[src/rtl/scan_mux_pkg.sv]
// Shared constants for the scan/manual bit serializer.
package scan_mux_pkg;

  typedef enum logic {
    ST_IDLE  = 1'b0,
    ST_SHIFT = 1'b1
  } state_t;

  localparam logic MODE_MANUAL = 1'b0;
  localparam logic MODE_SCAN   = 1'b1;

endpackage

[src/rtl/scan_mux_serializer_bit_select_mux.sv]
// Combinational WIDTH:1 bit selector. Out-of-range indices select 0 and
// clear in_range, so WIDTH need not be a power of two.
module bit_select_mux #(
  parameter int WIDTH = 32,
  parameter int SEL_W = $clog2(WIDTH)
) (
  input  logic [WIDTH-1:0] data,
  input  logic [SEL_W-1:0] idx,
  output logic             bit_o,
  output logic             in_range
);

  // One extra bit so WIDTH itself is representable in the comparison.
  localparam logic [SEL_W:0] WIDTH_EXT = (SEL_W + 1)'(WIDTH);

  always_comb begin
    in_range = ({1'b0, idx} < WIDTH_EXT);
    bit_o    = 1'b0;
    if (in_range) begin
      bit_o = data[idx];
    end
  end

endmodule

[src/rtl/scan_mux_serializer.sv]
// Manual WIDTH:1 bit select, or valid/ready word capture followed by
// bit-serial emission (LSB- or MSB-first) with bubble-free streaming.
module scan_mux_serializer #(
  parameter int WIDTH = 32,
  parameter int SEL_W = $clog2(WIDTH)
) (
  input  logic             clk,
  input  logic             rst,
  input  logic [WIDTH-1:0] in,
  input  logic [SEL_W-1:0] sel,
  input  logic             mode,
  input  logic             msb_first,
  input  logic             in_valid,
  output logic             in_ready,
  output logic             out,
  output logic             out_valid,
  output logic             out_last,
  output logic             busy
);
  import scan_mux_pkg::*;

  localparam logic [SEL_W-1:0] LAST_IDX = SEL_W'(WIDTH - 1);

  // Handshake: a word on `in` transfers at a rising edge exactly when
  // in_valid && in_ready; in_ready is combinational from state/idx/mode.

  state_t             state_q, state_d;
  logic [WIDTH-1:0]   shadow_q, shadow_d;
  logic [SEL_W-1:0]   idx_q, idx_d;
  logic               order_q, order_d;
  logic               out_q, out_d;
  logic               out_valid_q, out_valid_d;
  logic               out_last_q, out_last_d;

  logic               sh_bit, sh_in_range;
  logic               man_bit, man_in_range;
  logic               idx_is_final;

  bit_select_mux #(.WIDTH(WIDTH), .SEL_W(SEL_W)) u_shift_mux (
    .data     (shadow_q),
    .idx      (idx_q),
    .bit_o    (sh_bit),
    .in_range (sh_in_range)
  );

  bit_select_mux #(.WIDTH(WIDTH), .SEL_W(SEL_W)) u_manual_mux (
    .data     (in),
    .idx      (sel),
    .bit_o    (man_bit),
    .in_range (man_in_range)
  );

  assign idx_is_final = (idx_q == (order_q ? '0 : LAST_IDX));

  always_comb begin
    state_d     = state_q;
    shadow_d    = shadow_q;
    idx_d       = idx_q;
    order_d     = order_q;
    out_d       = out_q;
    out_valid_d = 1'b0;
    out_last_d  = 1'b0;
    in_ready    = 1'b0;

    case (state_q)
      ST_IDLE: begin
        if (mode == MODE_MANUAL) begin
          out_d       = man_bit;
          out_valid_d = man_in_range;
        end else begin
          in_ready = 1'b1;
          if (in_valid) begin
            shadow_d = in;
            order_d  = msb_first;
            idx_d    = msb_first ? LAST_IDX : '0;
            state_d  = ST_SHIFT;
          end
        end
      end
      ST_SHIFT: begin
        out_d       = sh_bit;
        out_valid_d = sh_in_range;
        out_last_d  = idx_is_final;
        if (idx_is_final) begin
          // Final bit goes out this edge; a waiting word loads with no gap.
          in_ready = 1'b1;
          if (in_valid) begin
            shadow_d = in;
            order_d  = msb_first;
            idx_d    = msb_first ? LAST_IDX : '0;
          end else begin
            state_d = ST_IDLE;
          end
        end else begin
          idx_d = order_q ? (idx_q - 1'b1) : (idx_q + 1'b1);
        end
      end
      default: state_d = ST_IDLE;
    endcase
  end

  always_ff @(posedge clk) begin
    if (rst) begin
      state_q     <= ST_IDLE;
      shadow_q    <= '0;
      idx_q       <= '0;
      order_q     <= 1'b0;
      out_q       <= 1'b0;
      out_valid_q <= 1'b0;
      out_last_q  <= 1'b0;
    end else begin
      state_q     <= state_d;
      shadow_q    <= shadow_d;
      idx_q       <= idx_d;
      order_q     <= order_d;
      out_q       <= out_d;
      out_valid_q <= out_valid_d;
      out_last_q  <= out_last_d;
    end
  end

  assign out       = out_q;
  assign out_valid = out_valid_q;
  assign out_last  = out_last_q;
  assign busy      = (state_q == ST_SHIFT);

endmodule

[config.mk]
export PLATFORM = sky130hd
export DESIGN_NAME = scan_mux_serializer
export DESIGN_NICKNAME = d
export VERILOG_FILES = /design/src/rtl/scan_mux_pkg.sv /design/src/rtl/scan_mux_serializer_bit_select_mux.sv /design/src/rtl/scan_mux_serializer.sv
export SDC_FILE = /design/constraint.sdc
export NUM_CORES = 1
export LEC_CHECK = 0
export CAP_MARGIN = 5
export CORE_ASPECT_RATIO = 1.5
export CORE_UTILIZATION = 51
export DETAILED_ROUTE_END_ITERATION = 6
export PLACE_DENSITY_LB_ADDON = 0.2
export SETUP_SLACK_MARGIN = 0.15
export SLEW_MARGIN = 20
export SYNTH_ARGS = -nofsm -noshare
export SYNTH_HDL_FRONTEND = slang
export SYNTH_SLANG_ARGS = --single-unit
[constraint.sdc]
create_clock -name clk -period 2.8 [get_ports clk]
set_input_delay 0.42 -clock clk [delete_from_list [all_inputs] [get_ports clk]]
set_output_delay 0.42 -clock clk [all_outputs]
set_load 0.005 [all_outputs]
# After elaboration in Yosys (flattened, before gate mapping)
# Cells that the tools add are included.
op_classes:
  n_addsub: 2
  magnitude_cmp: 2
  eq_ne: 4
  mux: 30
  bitwise: 1
  n_reduce_logical: 2
ops:
  columns: ["op", "count"]
  rows:
  - ["32-bit two-way mux", 3]
  - ["32-bit one-hot mux with 2 select lines", 1]
  - ["5-bit two-way mux", 6]
  - ["5-bit by 6-bit < comparator with 1-bit output, second input constant", 2]
  - ["1-bit two-way mux", 12]
  - ["1-bit binary-select mux with 5-bit select", 2]
  - ["1-bit one-hot mux with 2 select lines", 5]
  - ["5-bit one-hot mux with 2 select lines", 1]
  - ["5-bit by 1-bit adder with 5-bit output, second input constant", 1]
  - ["5-bit == test", 1]
  - ["5-bit by 1-bit subtractor with 5-bit output, second input constant", 1]
  - ["2-bit != test, second input constant", 2]
  - ["2-bit by 1-bit != test with 1-bit output, second input constant", 1]
  - ["2-bit AND reduction", 1]
  - ["2-bit OR reduction", 1]
  - ["1-bit inverter", 1]
totals:
  register_bits: 42
  output_inout_bits: 5

# Longest topological paths before layout
depth:
  depth_word: 4
  mapped_depth: 7
  mapped_depth_nobuf: 6

# Hierarchy
# A second synthesis with hierarchy kept.
unflattened:
  cells_unflattened: 325
  hier_area_um2: 2730.1
by_module_without_submodules:
  columns: ["mod", "n_inst", "cells_each", "area_each_um2", "seq_area_each_um2"]
  rows:
  - ["scan_mux_serializer", 1, 239, 2057.0, 840.8]
  - ["bit_select_mux", 2, 43, 336.6, 0.0]

# Worst setup path after synthesis
# Ideal clock, no wire load.
synth_timing:
  path_kind: "register to register"
  startpoint: "register idx_q[1]"
  endpoint: "register out_q (netlist: out)"
  t_arrival_ns: 1.809
  slack_ns: 0.874
  path_stages_with_launch: 7
  period_less_slack_ns: 1.926
  path_cell_list: "dfxtp_1 -> clkbuf_1 -> mux4_2 -> and2_4 -> a2111oi_4 -> a31oi_1 -> a32o_1"
synth_via:
  elab_chain_cells: 3
synth_rtl:
  columns: ["item", "line_no", "source"]
  rows:
  - ["start: declaration", "scan_mux_serializer.sv:29", "logic [SEL_W-1:0] idx_q, idx_d;"]
  - ["start signal: assignment", "scan_mux_serializer.sv:114", "idx_q <= idx_d;"]
  - ["1-bit binary-select mux with 5-bit select", "scan_mux_serializer_bit_select_mux.sv:20", "bit_o = data[idx];"]
  - ["1-bit two-way mux (not written as such)", "scan_mux_serializer_bit_select_mux.sv:20", null]
  - ["1-bit one-hot mux with 2 select lines", "scan_mux_serializer.sv:65", "case (state_q)"]
  - ["end signal: assignment", "scan_mux_serializer.sv:116", "out_q <= out_d;"]
  - ["end: declaration", "scan_mux_serializer.sv:31", "logic out_q, out_d;"]
# Every way passes these cells. The select of a mux whose other input is x is not followed.
# A chain may end at the register's enable or synchronous reset.

# Worst setup path after layout
layout_timing:
  startpoint: "register idx_q[3]"
  endpoint: "output port in_ready"
layout_via:
  elab_chain_cells: 3
layout_rtl:
  columns: ["item", "line_no", "source"]
  rows:
  - ["5-bit == test", "scan_mux_serializer.sv:53", "assign idx_is_final = (idx_q == (order_q ? '0 : LAST_IDX));"]
  - ["1-bit two-way mux", "scan_mux_serializer.sv:84", "if (idx_is_final) begin"]
  - ["1-bit one-hot mux with 2 select lines", "scan_mux_serializer.sv:65", null]
  - ["end: declaration", "scan_mux_serializer.sv:14", "output logic in_ready,"]
# Every way passes these cells.

==> flow_summary.toml <==
[run_status]
outcome = "finished, violations left"
violations = "design-rule violations"

[critical_path]
critPathKind = "reg2out"
cp.arrival_ns = 2.15
required_ns = 2.38
path_cells = "ha_1, nand3_2, a211oi_2, or2_2, clkdlybuf4s50_1"
crit_path_end_kind = "output port"
path_buf_inv = 1
r2r.worst_path.cells = 6
crit_path_start_kind = "register"
critPathMaxStageDelay_ns = 0.49
cp_max_fo = 7
r2r-start = "idx_q[0]$_SDFFE_PP0P_"
r2r_slack_ns = 0.64
slowest_stage = "clkdlybuf4s50_1"
critPathTopFamily = "buffers and inverters"
reg2reg_to = "out$_SDFFE_PP0P_"

[global_routing]
grt_use_total = 0.241
grt_pass1_wl_um = 8910
grt_max_degree = 43
grt_pass1_vias = 1870
grt-ovfl-total = 0
antenna_found_initial = 0

[clocking]
cts_tree = "done"
cts_buffer_depth = 2
cts-htree-levels = 2
cts_buffers = 5
clk_latency_ns = 0.30
cts_hold_repair.buffers = 0
cts-root-buf = "clkbuf_8"
post_cts_buffers = 0
cts_sinks = 42
clk_pin_slew_ns = 0.08

[placed_design]
placedCellCount = 309
gp_congestion = 0.851
dpl_cell_area_um2 = 2830
portBuffers = 46
dp_hpwl_um = 3880

[cells_and_area]
syn2layout_area_growth_pct = 25.8
drive_gt1_frac = 0.144
instances_no_fill = 317
diodes = 0
final_cell_area_um2 = 2940
nFillCells = 357
fin_nets = 316

[logic_synthesis]
syn_area_per_cell_um2 = 10.4
yosys-top-cells-count = "dfxtp_1 (42), nor2_1 (42), mux2i_1 (41)"
async_flop_share = 0
syn_inst = 226
synth_cell_types = 41
synth-seq-area-share = 0.359
synthTopCellsByArea = "dfxtp_1 (36%), mux2i_1 (18%), mux4_2 (13%), nor2_1 (6.7%), buf_6 (1.9%)"
yosys_warnings = 0
synth_ff_type = "dfxtp_1"
syn-num-nets = 272
synth_top_area_frac = 0.359
synth_area_um2 = 2340
yosysTopAreaCell = "dfxtp_1"
ys_seq_elements = 42
synth_edf_count = 0

[timing]
post-route-min-period_ns = 2.57
timing.final.max_slew_violations = 0
final_hold_viol_count = 0
fmax_mhz = 389
tns_ns = 0
setup_viol = 0
rsz0062_at_grt = "no"
maxSlewHeadroom = 0.681
finClkSkew_ns = 0.00897
worst_pin_slew_ns = 0.466
period_share = 0.917

[power_and_ir_drop]
power_frac_seq = 0.482
p_per_area_nw_per_um2 = 465
p_leak_nw = 1.28
share_comb_of_total_power = 0.221
vdd_drop_max_mv = 0.421
internal_power_mw = 1.00
clkPwrFrac = 0.297
swShare = 0.269
p_sw_mw = 0.368

[floorplan]
die_y_um = 85.0
core_um2 = 4320
dieArea_um2 = 4870
initial_core_util = 0.542
rows = 29
die_w_um = 57.3
ios = 47

[drt]
drt_iter0_drc = 113
routed_wirelength_um = 5390
dr.pass1.iters = 7
vias_per_cell = 5.88
routedWlPerCell_um = 17.0
ant_nets = 0
route.detailed.drc = 1
vias = 1864

[hold_path]
hold_path_depth = 2
hold-path-endpoint = "shadow_q[0]$_SDFFE_PP0P_"
min_from = "shadow_q[0]$_SDFFE_PP0P_"
holdCritPathClass = "reg2reg"

[job]
cap_violations = 0
-- per-layer routing --
metal | up-vias | routed length [um] | global-route usage
met5 | - | 0 | 0
met4 | 0 | 105 | 0.115
met3 | 8 | 135 | 0.0320
met2 | 44 | 2920 | 0.424
met1 | 894 | 2230 | 0.287
li1 | 918 | - | -
-- sequential cells by signal, indices dropped and copies added, names as in the netlist --
name       flops
order_q        1
busy           1
shadow_q      32
out_valid      1
out            1
out_last       1
idx_q          5
-- worst register-to-register path, delay by kind of cell, from the launching register on --
kind                   cells  cell delay [ns]
AND/OR/NAND/NOR            1             0.19
AO/OA/AOI/OAI              3             0.67
flip-flops                 1             0.39
multiplexers               1             0.55
buffers and inverters      1             0.27
-- per-stage QoR --
| stage | total power, mW | setup WS (ns) | hold WS (ns) | utilization |
|---|---|---|---|---|
| floorplan | 0.854 | 0.874 | 0.455 | - |
| global placement | 0.965 | 0.385 | 0.466 | 0.655 |
| detailed placement | 0.969 | 0.342 | 0.483 | 0.655 |
| CTS | 1.38 | 0.153 | 0.502 | 0.677 |
| global route | 1.43 | 0.148 | 0.529 | 0.682 |
| finish | 1.37 | 0.231 | 0.497 | 0.682 |
-- cell families after synthesis --
| group | share of synthesized area |
|---|---|
| buffers and inverters | 0.0492 |
| flip-flops | 0.359 |
| AND/OR/NAND/NOR | 0.122 |
| AO/OA/AOI/OAI | 0.113 |
| adder cells (fa/ha/maj) | 0.0246 |
| multiplexers | 0.317 |
| XOR/XNOR | 0.0150 |
-- worst max path at each step --
stage	endpoint	start	cells after the start	slack (ns)
final	in_ready	idx_q[3]$_SDFFE_PP0P_	5	0.23
after global routing	in_ready	order_q$_SDFFE_PP0P_	5	0.15
after CTS	in_ready	idx_q[2]$_SDFFE_PP0P_	5	0.15
after detailed placement	out$_SDFFE_PP0P_	sel[0]	6	0.34
after global placement	out$_SDFFE_PP0P_	sel[0]	6	0.39
after floorplan	out$_SDFFE_PP0P_	idx_q[1]$_SDFFE_PP0P_	6	0.87
-- cells in the final DEF (no fill, tap or decap), types with 2 or more instances in the layout --
cell type / n
nand3_1: 3
a311oi_1: 2
dfxtp_2: 3
mux2i_1: 41
xor2_1: 2
a31oi_1: 4
a21o_1: 3
clkdlybuf4s50_1: 46
ha_1: 2
dfxtp_1: 39
mux4_2: 13
a211oi_1: 5
xnor2_1: 2
nor2b_1: 3
a2bb2oi_1: 2
inv_1: 6
buf_4: 5
a21oi_1: 4
o21ai_0: 5
clkbuf_8: 6
nor2_1: 42
nand3b_1: 2
nand2_1: 8
-- power groups by stage --
| stage | Combinational (mW) | Clock (mW) | Sequential, mW |
|---|---|---|---|
| 4_1_cts | 0.299 | 0.419 | 0.658 |
| 6_report | 0.303 | 0.406 | 0.660 |
| 3_3_place_gp | 0.294 | 0 | 0.671 |
| 5_1_grt | 0.329 | 0.441 | 0.665 |
| 3_5_place_dp | 0.298 | 0 | 0.672 |
| 2_1_floorplan | 0.192 | 0 | 0.662 |
-- repair_timing --
| action | 4_1_cts | 5_1_grt |
|---|---|---|
| resized for setup | 0 | 5 |
| cloned | 0 | 0 |
| pin swaps | 1 | 1 |
| endpoints found under the hold margin | 0 | 0 |
| endpoints found under the setup margin | 1 | 1 |
-- layout make-up --
type,instances,area [um2],share of cell area
clock buffers,7,86.3,0.0293
inverters,6,22.5,0.00765
clock inverters,1,5.00,0.00170
flip-flops and latches,42,845,0.287
repair buffers,52,518,0.176
multi-input cells,163,1410,0.479
well taps,46,57.6,0.0196
Power figures use the tool's default switching activity.
